[config.mk]
export PLATFORM = sky130hd
export DESIGN_NAME = prog_load_ctrl_flat
export DESIGN_NICKNAME = d
export VERILOG_FILES = /design/src/rtl/prog_load_ctrl_if.sv /design/src/rtl/prog_load_ctrl.sv /design/src/flat_wrapper.sv
export SDC_FILE = /design/constraint.sdc
export NUM_CORES = 1
export LEC_CHECK = 0
export CORE_ASPECT_RATIO = 0.75
export CORE_MARGIN = 4
export CORE_UTILIZATION = 49
export DETAILED_ROUTE_END_ITERATION = 10
export DONT_BUFFER_PORTS = 1
export MAX_ROUTING_LAYER = met4
export PLACE_DENSITY = 0.74
export SYNTH_ARGS = -nofsm -noshare
export SYNTH_HDL_FRONTEND = slang
export SYNTH_SLANG_ARGS = --single-unit
[constraint.sdc]
create_clock -name clk -period 3.2 [get_ports clk]
set_clock_uncertainty 0.15 [all_clocks]
set_input_delay 0 -clock clk [delete_from_list [all_inputs] [get_ports clk]]
set_output_delay 0 -clock clk [all_outputs]
set_load 0.05 [all_outputs]
[src/rtl/prog_load_ctrl_if.sv]
// prog_load_ctrl_if: host load stream, instruction-memory write port and CPU control of the boot sequencer
interface prog_load_ctrl_if #(
  parameter int ADDR_W = 32,
  parameter int DATA_W = 16
);
  logic              start;
  logic [15:0]       word_count;
  logic              in_valid;
  logic [DATA_W-1:0] in_data;
  logic              in_ready;
  logic              abort;
  logic              fm_rst;
  logic              fm_write_en;
  logic [ADDR_W-1:0] fm_write_addr;
  logic [DATA_W-1:0] fm_write_data;
  logic              cpu_reset;
  logic              busy;
  logic              done;
  logic [15:0]       loaded_count;
  logic              err;
  modport master (
    output start, word_count, in_valid, in_data, abort,
    input  in_ready, fm_rst, fm_write_en, fm_write_addr, fm_write_data,
           cpu_reset, busy, done, loaded_count, err
  );
  modport slave (
    input  start, word_count, in_valid, in_data, abort,
    output in_ready, fm_rst, fm_write_en, fm_write_addr, fm_write_data,
           cpu_reset, busy, done, loaded_count, err
  );
endinterface

[src/rtl/prog_load_ctrl.sv]
// prog_load_ctrl: boot sequencer that clears instruction memory, streams a program in, then releases the CPU
module prog_load_ctrl #(
  parameter int                ADDR_W     = 32,
  parameter int                DATA_W     = 16,
  parameter logic [ADDR_W-1:0] BASE_ADDR  = 'h20,
  parameter int                CLR_CYCLES = 1,
  parameter int                RST_CYCLES = 2,
  parameter int                MAX_WORDS  = 256
) (
  input logic             clk,
  input logic             reset,
  prog_load_ctrl_if.slave bus
);
  typedef enum logic [2:0] {IDLE, CLEAR, LOAD, CPU_RST, RUN} state_t;
  state_t state, state_nx;
  logic [15:0] cnt, idx, tmr;
  logic [ADDR_W-1:0] addr;
  logic [DATA_W-1:0] data;
  logic fm_rst, we, cpu_reset, rdy, busy, done, err;
  logic hs, go, fail, bad, last;
  assign bad  = {16'd0, bus.word_count} > 32'(MAX_WORDS);
  assign last = idx + 16'd1 == cnt;
  always_comb begin
    state_nx = state;
    go = 1'b0;
    hs = 1'b0;
    fail = 1'b0;
    case (state)
      IDLE, RUN: begin
        go = bus.start & ~bad;
        fail = bus.start & bad;
        state_nx = bus.start ? (bad ? IDLE : CLEAR) : state;
      end
      CLEAR: begin
        fail = bus.abort;
        state_nx = bus.abort ? IDLE : tmr != 0 ? CLEAR : cnt == 0 ? CPU_RST : LOAD;
      end
      LOAD: begin
        fail = bus.abort;
        hs = bus.in_valid & rdy & ~bus.abort;
        state_nx = bus.abort ? IDLE : hs & last ? CPU_RST : LOAD;
      end
      CPU_RST: state_nx = tmr == 0 ? RUN : CPU_RST;
      default: state_nx = IDLE;
    endcase
  end
  // Every output is a flop fed from the next state, so all of them change on the same edge.
  always_ff @(posedge clk or negedge reset)
    if (!reset) begin
      state <= IDLE;
      cnt <= '0;
      idx <= '0;
      tmr <= '0;
      addr <= BASE_ADDR;
      data <= '0;
      fm_rst <= 1'b0;
      we <= 1'b0;
      cpu_reset <= 1'b1;
      rdy <= 1'b0;
      busy <= 1'b0;
      done <= 1'b0;
      err <= 1'b0;
    end else begin
      state <= state_nx;
      we <= hs;
      rdy <= state_nx == LOAD;
      busy <= state_nx inside {CLEAR, LOAD, CPU_RST};
      done <= state_nx == RUN;
      fm_rst <= state_nx == CLEAR;
      cpu_reset <= state_nx != RUN;
      tmr <= state_nx == state ? (tmr != 0 ? tmr - 16'd1 : tmr) :
             state_nx == CLEAR ? 16'(CLR_CYCLES - 1) : 16'(RST_CYCLES - 1);
      if (go) begin
        cnt <= bus.word_count;
        idx <= '0;
        err <= 1'b0;
      end
      if (fail) err <= 1'b1;
      if (hs) begin
        data <= bus.in_data;
        addr <= BASE_ADDR + ADDR_W'(idx);
        idx <= idx + 16'd1;
      end
    end
  assign bus.in_ready      = rdy;
  assign bus.fm_rst        = fm_rst;
  assign bus.fm_write_en   = we;
  assign bus.fm_write_addr = addr;
  assign bus.fm_write_data = data;
  assign bus.cpu_reset     = cpu_reset;
  assign bus.busy          = busy;
  assign bus.done          = done;
  assign bus.loaded_count  = idx;
  assign bus.err           = err;
endmodule

[src/flat_wrapper.sv]
// flat-port wrapper written by rule: the top's interface ports become plain ports
module prog_load_ctrl_flat 
#(
  parameter int                ADDR_W     = 32,
  parameter int                DATA_W     = 16,
  parameter logic [ADDR_W-1:0] BASE_ADDR  = 'h20,
  parameter int                CLR_CYCLES = 1,
  parameter int                RST_CYCLES = 2,
  parameter int                MAX_WORDS  = 256
)
  (clk, reset, bus_start, bus_word_count, bus_in_valid, bus_in_data, bus_abort, bus_in_ready, bus_fm_rst, bus_fm_write_en, bus_fm_write_addr, bus_fm_write_data, bus_cpu_reset, bus_busy, bus_done, bus_loaded_count, bus_err);
  prog_load_ctrl_if #(.ADDR_W(ADDR_W), .DATA_W(DATA_W)) bus_i ();
  input logic clk;
  input logic reset;
  input wire logic [$bits(bus_i.start)-1:0] bus_start;
  input wire logic [$bits(bus_i.word_count)-1:0] bus_word_count;
  input wire logic [$bits(bus_i.in_valid)-1:0] bus_in_valid;
  input wire logic [$bits(bus_i.in_data)-1:0] bus_in_data;
  input wire logic [$bits(bus_i.abort)-1:0] bus_abort;
  output wire logic [$bits(bus_i.in_ready)-1:0] bus_in_ready;
  output wire logic [$bits(bus_i.fm_rst)-1:0] bus_fm_rst;
  output wire logic [$bits(bus_i.fm_write_en)-1:0] bus_fm_write_en;
  output wire logic [$bits(bus_i.fm_write_addr)-1:0] bus_fm_write_addr;
  output wire logic [$bits(bus_i.fm_write_data)-1:0] bus_fm_write_data;
  output wire logic [$bits(bus_i.cpu_reset)-1:0] bus_cpu_reset;
  output wire logic [$bits(bus_i.busy)-1:0] bus_busy;
  output wire logic [$bits(bus_i.done)-1:0] bus_done;
  output wire logic [$bits(bus_i.loaded_count)-1:0] bus_loaded_count;
  output wire logic [$bits(bus_i.err)-1:0] bus_err;
  assign bus_i.start = bus_start;
  assign bus_i.word_count = bus_word_count;
  assign bus_i.in_valid = bus_in_valid;
  assign bus_i.in_data = bus_in_data;
  assign bus_i.abort = bus_abort;
  assign bus_in_ready = bus_i.in_ready;
  assign bus_fm_rst = bus_i.fm_rst;
  assign bus_fm_write_en = bus_i.fm_write_en;
  assign bus_fm_write_addr = bus_i.fm_write_addr;
  assign bus_fm_write_data = bus_i.fm_write_data;
  assign bus_cpu_reset = bus_i.cpu_reset;
  assign bus_busy = bus_i.busy;
  assign bus_done = bus_i.done;
  assign bus_loaded_count = bus_i.loaded_count;
  assign bus_err = bus_i.err;
  prog_load_ctrl #(.ADDR_W(ADDR_W), .DATA_W(DATA_W), .BASE_ADDR(BASE_ADDR), .CLR_CYCLES(CLR_CYCLES), .RST_CYCLES(RST_CYCLES), .MAX_WORDS(MAX_WORDS)) u_core (.clk(clk), .reset(reset), .bus(bus_i));
endmodule
# --- After elaboration in Yosys (flattened, before gate mapping) ---
# Cells that the tools add are included.
totals:
  ramBits: 0
  mem_count: 0
  out_inout_bits: 71
  latch_bits: 0
  inputBits: 37
  elab_cells: 64
  rom_bits: 0
  reg_bits: 106
classes:
  n_shift: 0
  magnitude_cmp: 1
  n_reduce_logical: 9
  multipliers: 0
  div_mod_pow: 0
  bitwise_logic: 7
  eq_ne: 12
  add_sub_neg: 3
  n_mux: 19
op_table:
  columns: ["op", "count"]
  rows:
  - ["16-bit two-way mux", 4]
  - ["16-bit logical NOT", 2]
  - ["6-bit by 16-bit adder with 17-bit output (first input constant)", 1]
  - ["16-bit by 1-bit adder with 16-bit output (second input constant)", 1]
  - ["16-bit equality test", 1]
  - ["16-bit by 9-bit greater-than comparator with 1-bit output (second input constant)", 1]
  - ["16-bit nonzero test", 1]
  - ["16-bit by 1-bit subtractor with 16-bit output (second input constant)", 1]
  - ["3-bit two-way mux", 5]
  - ["3-bit by 2-bit equality test with 1-bit output (second input constant)", 4]
  - ["3-bit one-hot mux with 4 select lines", 1]
  - ["1-bit two-way mux", 8]
  - ["3-bit by 1-bit equality test with 1-bit output (second input constant)", 2]
  - ["3-bit equality test (second input constant)", 2]
  - ["1-bit bitwise AND", 5]
  - ["2-bit nonzero test", 2]
  - ["2-bit OR reduction", 2]
  - ["3-bit equality test", 1]
  - ["3-bit logical NOT", 1]
  - ["3-bit != test (second input constant)", 1]
  - ["3-bit nonzero test", 1]
  - ["2-bit by 1-bit != test with 1-bit output (second input constant)", 1]
  - ["1-bit inverter", 2]
  - ["1-bit one-hot mux with 2 select lines", 1]

# --- Depth between registers and ports, before layout ---
depth:
  ltp_word: 9
  depth_mapped: 11
  mapped_depth_nobuf: 8

# --- Worst setup path before layout ---
# OpenSTA, ideal clock, no wires.
synth_path:
  path_type: "reg-to-reg"
  from: "register u_core.idx[1] (netlist: u_core.bus.loaded_count[1])"
  to: "register u_core.tmr[10]"
  path_stages_with_launch: 12
  t_required_ns: 2.912
  t_arrival_ns: 2.768
  path_buffers: 4
  period_less_slack_ns: 3.057
  slack_ns: 0.143
  setup_ns: 0.138
  cell_sequence: "dfrtp_1 ha_1 buf_2 nand4_2 or2_0 buf_2 a2111o_1 a211o_1 nor4_2 buf_6 buf_12 nor3_2"
synth_between:
  elab_chain_len: 8
  elab_cells_between_ends: 9
  cone_classes: "add/sub: 1; eq/ne: 3; mux: 4; bitwise: 1"
synth_lines:
  columns: ["item", "line", "source"]
  rows:
  - ["start: declaration", "prog_load_ctrl.sv:16", "logic [15:0] cnt, idx, tmr;"]
  - ["start signal: assignment", "prog_load_ctrl.sv:82", "idx <= idx + 16'd1;"]
  - ["16-bit by 1-bit adder with 16-bit output (*)", "prog_load_ctrl.sv:22", "assign last = idx + 16'd1 == cnt;"]
  - ["16-bit equality test (*)", "prog_load_ctrl.sv:22", null]
  - ["1-bit bitwise AND (*)", "prog_load_ctrl.sv:41", "state_nx = bus.abort ? IDLE : hs & last ? CPU_RST : LOAD;"]
  - ["1-bit two-way mux (*)", "prog_load_ctrl.sv:41", null]
  - ["3-bit two-way mux (*)", "prog_load_ctrl.sv:41", null]
  - ["3-bit one-hot mux with 4 select lines (*)", "prog_load_ctrl.sv:28", "case (state)"]
  - ["3-bit equality test (*)", "prog_load_ctrl.sv:71", "tmr <= state_nx == state ? (tmr != 0 ? tmr - 16'd1 : tmr) :"]
  - ["2-bit by 1-bit != test with 1-bit output (no source line) or 16-bit two-way mux (tied branches)", null, null]
  - ["end signal: assignment", "prog_load_ctrl.sv:71", null]
  - ["end: declaration", "prog_load_ctrl.sv:16", null]
# Every way passes the cells marked *; elsewhere a longest branch is shown, timed or not.
# A chain may end at the register's enable or synchronous reset.

# --- Worst setup path after layout ---
layout_path:
  from: "register u_core.idx[1] (netlist: u_core.bus.loaded_count[1])"
  to: "register u_core.rdy (netlist: u_core.bus.in_ready)"
layout_between:
  elab_chain_len: 7
layout_lines:
  columns: ["item", "line", "source"]
  rows:
  - ["16-bit by 1-bit adder with 16-bit output", "prog_load_ctrl.sv:22", null]
  - ["16-bit equality test", "prog_load_ctrl.sv:22", null]
  - ["1-bit bitwise AND", "prog_load_ctrl.sv:41", null]
  - ["1-bit two-way mux", "prog_load_ctrl.sv:41", null]
  - ["3-bit two-way mux", "prog_load_ctrl.sv:41", null]
  - ["3-bit one-hot mux with 4 select lines", "prog_load_ctrl.sv:28", null]
  - ["3-bit by 2-bit equality test with 1-bit output", "prog_load_ctrl.sv:66", "rdy <= state_nx == LOAD;"]
  - ["end signal: assignment", "prog_load_ctrl.sv:59", "rdy <= 1'b0;"]
  - ["end signal: assignment", "prog_load_ctrl.sv:66", null]
  - ["end: declaration", "prog_load_ctrl.sv:19", "logic fm_rst, we, cpu_reset, rdy, busy, done, err;"]
# No other way between the ends.

==> results by stage <==
Logic synthesis:
- The share of the Yosys chip area taken by registers is 0.461.
- Among all flip-flop cells after synthesis, the most frequent one is sky130_fd_sc_hd__dfrtp_1.
- Yosys mapped the design onto 71 distinct sky130hd cell types.
- The flip-flop and latch count after synthesis is 91.
- For this run, asynchronously set or reset flops after synthesis account for 1.00.
- Synthesis handed over a netlist of 518 instances.
- The summed instance area of the synthesized netlist is 4950 sq um.
- After synthesis, the mean cell area works out to 9.55 sq um.
- For this run, the number of Yosys warnings is 0.
- The number of enable flip-flop cells after synthesis is 0.

Drt:
- For this block, the initial DRC count from the detailed router was 285.
- The total length of routed wires is 12100 um.
- The via count is 3927.
- The average vias per placed instance is 5.73.
- For this run, design rule violations remaining after detail routing come to 0.
- The first-pass detailed-route iteration total is 8.
- Once detail routing completed, the nets flagged for antenna violations numbered 0.
- The routed length per placed instance is 17.7 um.

Worst setup path:
- The required time of the worst setup path is 3290 ps.
- For the worst setup path, the data arrival time is 3090 ps.
- In this run the critical register-to-register path is captured at u_core.bus.in_ready.
- The worst setup path is captured at a flip-flop.
- The critical-path cell with the highest stage delay is sky130_fd_sc_hd__a2111o_1.
- The largest stage delay on the critical path is 420 ps.
- Walking the worst path, the cells encountered are ha_1, nand4_2, or2_0, a2111o_1, a211o_1, nor4_4, buf_4, and3b_1.
- The element type at the critical path start is a flip-flop.
- Of all nets on the critical path, the largest fanout is 20.
- The logic depth of the worst register-to-register path is 8.
- The register-to-register setup slack is 200 ps.
- The worst setup path is of the reg2reg kind.
- The worst register-to-register path begins at u_core.bus.loaded_count[1].

GRT:
- The total global routing overflow is 0.
- The maximum number of pins on one net before global-route repair is 92.
- The first global-routing pass estimated 19600 um of wire.
- The initial antenna violation count is 0.
- The overall routing resource usage is 0.220.
- The number of global-route vias before repair came to 3797.

Final layout:
- In the final layout, the multi-input gates occupy 2320 sq um.
- The number of antenna diodes in the final layout is 0.
- The sequential cells in the finished layout cover a total of 2280 sq um.
- The layout has 829 filler cells.
- After the last flow step, the layout net total stands at 588.
- Of the cells placed in the final design, the portion with a size suffix greater than 1 is 0.145.
- Leaving out fill and tap cells, the most frequent cell in the layout is sky130_fd_sc_hd__nand2_1.
- In the layout the commonest cells are sky130_fd_sc_hd__nand2_1 (95), sky130_fd_sc_hd__dfrtp_1 (89), sky130_fd_sc_hd__o21ai_0 (36).
- The finished layout cell area is 5620 sq um.
- Compared with the post-synthesis result, the final layout area differs by 13.6%.
- The number of cells in the finished layout apart from fillers is 685.

Timing:
- The share of the clock period used by the worst path is 0.938.
- At the pin with the least slew margin, the transition time is 1110 ps.
- The setup TNS is 0 ps.
- Derived from the worst setup path, the maximum achievable clock frequency is 0.333 GHz.
- The minimum clock period is 3000 ps.
- Setup repair after global routing left no endpoint under its margin.
- After layout, the worst setup slack is 199 ps.
- The number of pins exceeding their max-slew limit in the final report was 0.
- The worst pin sits at a relative slew slack of 0.257.
- Setup violations remaining at the end of the flow were counted as 0.
- The hold violation total from the final report is 0.

Die:
- The die outline width is 124 um.
- The total die area is 11800 sq um.
- Pin placement for this block handled 108 I/O pins.
- Row generation in the floorplan step produced 31 rows.
- For this configuration, the core starts out at a cell density of 0.508.
- In this run the vertical extent of the chip is 95.0 um.
- The core region is 9740 sq um.

Power:
- For this design the total switching power over the nets is 0.745 mW.
- For this design the ratio of total power to cell area is 484 nW/um^2.
- The internal power is 1.98 mW.
- For this design the static power due to leakage is 2.53 nW.
- The worst voltage drop across the vdd grid is 0.282 mV.
- The sequential share of power is 0.491.
- Of the total power, combinational logic draws 0.110.
- Of the total power, the share spent switching nets is 0.274.
- The clock group share of total power is 0.399.

Run:
- The max-cap violation count is 0.

CTS:
- TritonCTS built the clock tree.
- Clock-pin slew was measured on the worst setup and hold paths at 70 ps.
- Clock latency on the worst-skew pair, taken at its later pin, is 350 ps.
- In this run the clock root is driven by a sky130_fd_sc_hd__clkbuf_16.
- Post-CTS timing repair inserted 0 buffers for setup.
- CTS saw 91 sinks.
- Counting the buffers created by CTS gives 9.
- The clock passes through at most 2 buffers.
- The deepest level of the CTS H-tree is 3.

Placed design:
- Once placement completed, the tool counted placed cells totaling 638.
- The count of input and output buffers is 0.
- Once detailed placement completed, the half-perimeter wirelength came to 8170 um.
- The post-placement setup slack is 195 ps.
- At the end of routability-driven placement, the weighted congestion stood at 0.964.
- In this run the cell area measured after placement is 4990 sq um.

Worst hold path:
- The end point of the worst hold path is u_core.bus.err.
- In this run the most critical hold path is launched from bus_word_count[9].
- The worst hold path depth is 4.
- The type of the tightest min-delay check is in2reg.

Status:
- The flow ran to the end, and the final reports show no timing, DRC or antenna violations.
[area by class of cell]
class                           count  share of cell area
Clock buffer                       10              0.0407
Clock inverter                      6              0.0125
Inverter                           11             0.00734
Multi-Input combinational cell    379               0.413
Sequential cell                    91               0.406
Tap cell                          132              0.0294
Timing Repair Buffer               56              0.0917
[worst max path at each step]
stage                                from                  end  slack, ps  cells after the start
4_1_cts        u_core.bus.loaded_count[6]  u_core.bus.in_ready        160                      8
3_5_place_dp   u_core.bus.loaded_count[6]  u_core.bus.in_ready        200                      8
5_1_grt        u_core.bus.loaded_count[6]  u_core.bus.in_ready         30                      8
6_report       u_core.bus.loaded_count[1]  u_core.bus.in_ready        200                      8
2_1_floorplan  u_core.bus.loaded_count[1]       u_core.tmr[10]        140                     11
3_3_place_gp   u_core.bus.loaded_count[0]  u_core.bus.in_ready        290                      8
[sequential cells by signal (all words and copies together) (netlist names), 3 cells and up]
name                      flops
u_core.bus.fm_write_addr     17
u_core.bus.fm_write_data     16
u_core.bus.loaded_count      16
u_core.cnt                   16
u_core.tmr                   16
u_core.state                  3
[per-layer routing]
metal | vias to the layer above | global-route usage | wire length (um)
li1 | 1815 | - | -
met1 | 1946 | 0.282 | 5190
met2 | 149 | 0.356 | 5990
met3 | 17 | 0.0534 | 763
met4 | 0 | 0.0538 | 154
met5 | - | - | 0
[logic make-up after synthesis]
logic type / synth area share
adders and majority gates: 0.00759
muxes: 0.0263
buffers and inverters: 0.0837
and+or+nand+nor: 0.244
DFF: 0.461
AOI/OAI and AO/OA: 0.104
other: 0.000758
xor gates and xnor gates: 0.0728
[synthesized netlist by cell type, types with 8 or more instances]
library cell / number / area share
sky130_fd_sc_hd__nand2_1: 95 / 0.072
sky130_fd_sc_hd__dfrtp_1: 89 / 0.45
sky130_fd_sc_hd__o21ai_0: 36 / 0.036
sky130_fd_sc_hd__nor2_1: 35 / 0.027
sky130_fd_sc_hd__xnor2_1: 29 / 0.051
sky130_fd_sc_hd__nor3_1: 21 / 0.021
sky130_fd_sc_hd__buf_4: 17 / 0.026
sky130_fd_sc_hd__clkbuf_1: 16 / 0.012
sky130_fd_sc_hd__a21oi_1: 12 / 0.012
sky130_fd_sc_hd__nor4_1: 12 / 0.015
sky130_fd_sc_hd__inv_1: 11 / 0.0083
sky130_fd_sc_hd__nor2b_1: 11 / 0.014
sky130_fd_sc_hd__nor3_2: 10 / 0.020
sky130_fd_sc_hd__mux2_2: 8 / 0.018
sky130_fd_sc_hd__nand3_1: 8 / 0.0081
[critical path, delay by kind of cell, from the launching register on]
family | cells | cell delay, ps
fa+ha+maj | 1 | 340
simple gates | 4 | 970
compound gates | 2 | 750
buf+inv | 1 | 320
flops | 1 | 360
[power by group through the flow]
stage	Combinational (mW)	Clock [mW]	Sequential, mW
floorplan	0.216	0	1.34
global placement	0.229	0	1.35
detailed placement	0.240	0	1.36
CTS	0.300	1.10	1.33
global route	0.327	1.15	1.35
finish	0.298	1.09	1.34
[timing repair]
action / 4_1_cts / 5_1_grt
hold buffers: 31 / 0
setup endpoints to repair: 0 / 3
resized for setup: 0 / 1
hold endpoints to repair: 127 / 0
[per-stage QoR]
stage | utilization | hold WS, ps | total power, mW
5_1_grt | 0.577 | 97.6 | 2.83
4_1_cts | 0.577 | 2.58 | 2.73
3_3_place_gp | 0.513 | -441 | 1.58
6_report | 0.577 | 1.28 | 2.72
2_1_floorplan | - | -446 | 1.55
3_5_place_dp | 0.513 | -443 | 1.60
Power figures use the tool's default switching activity.
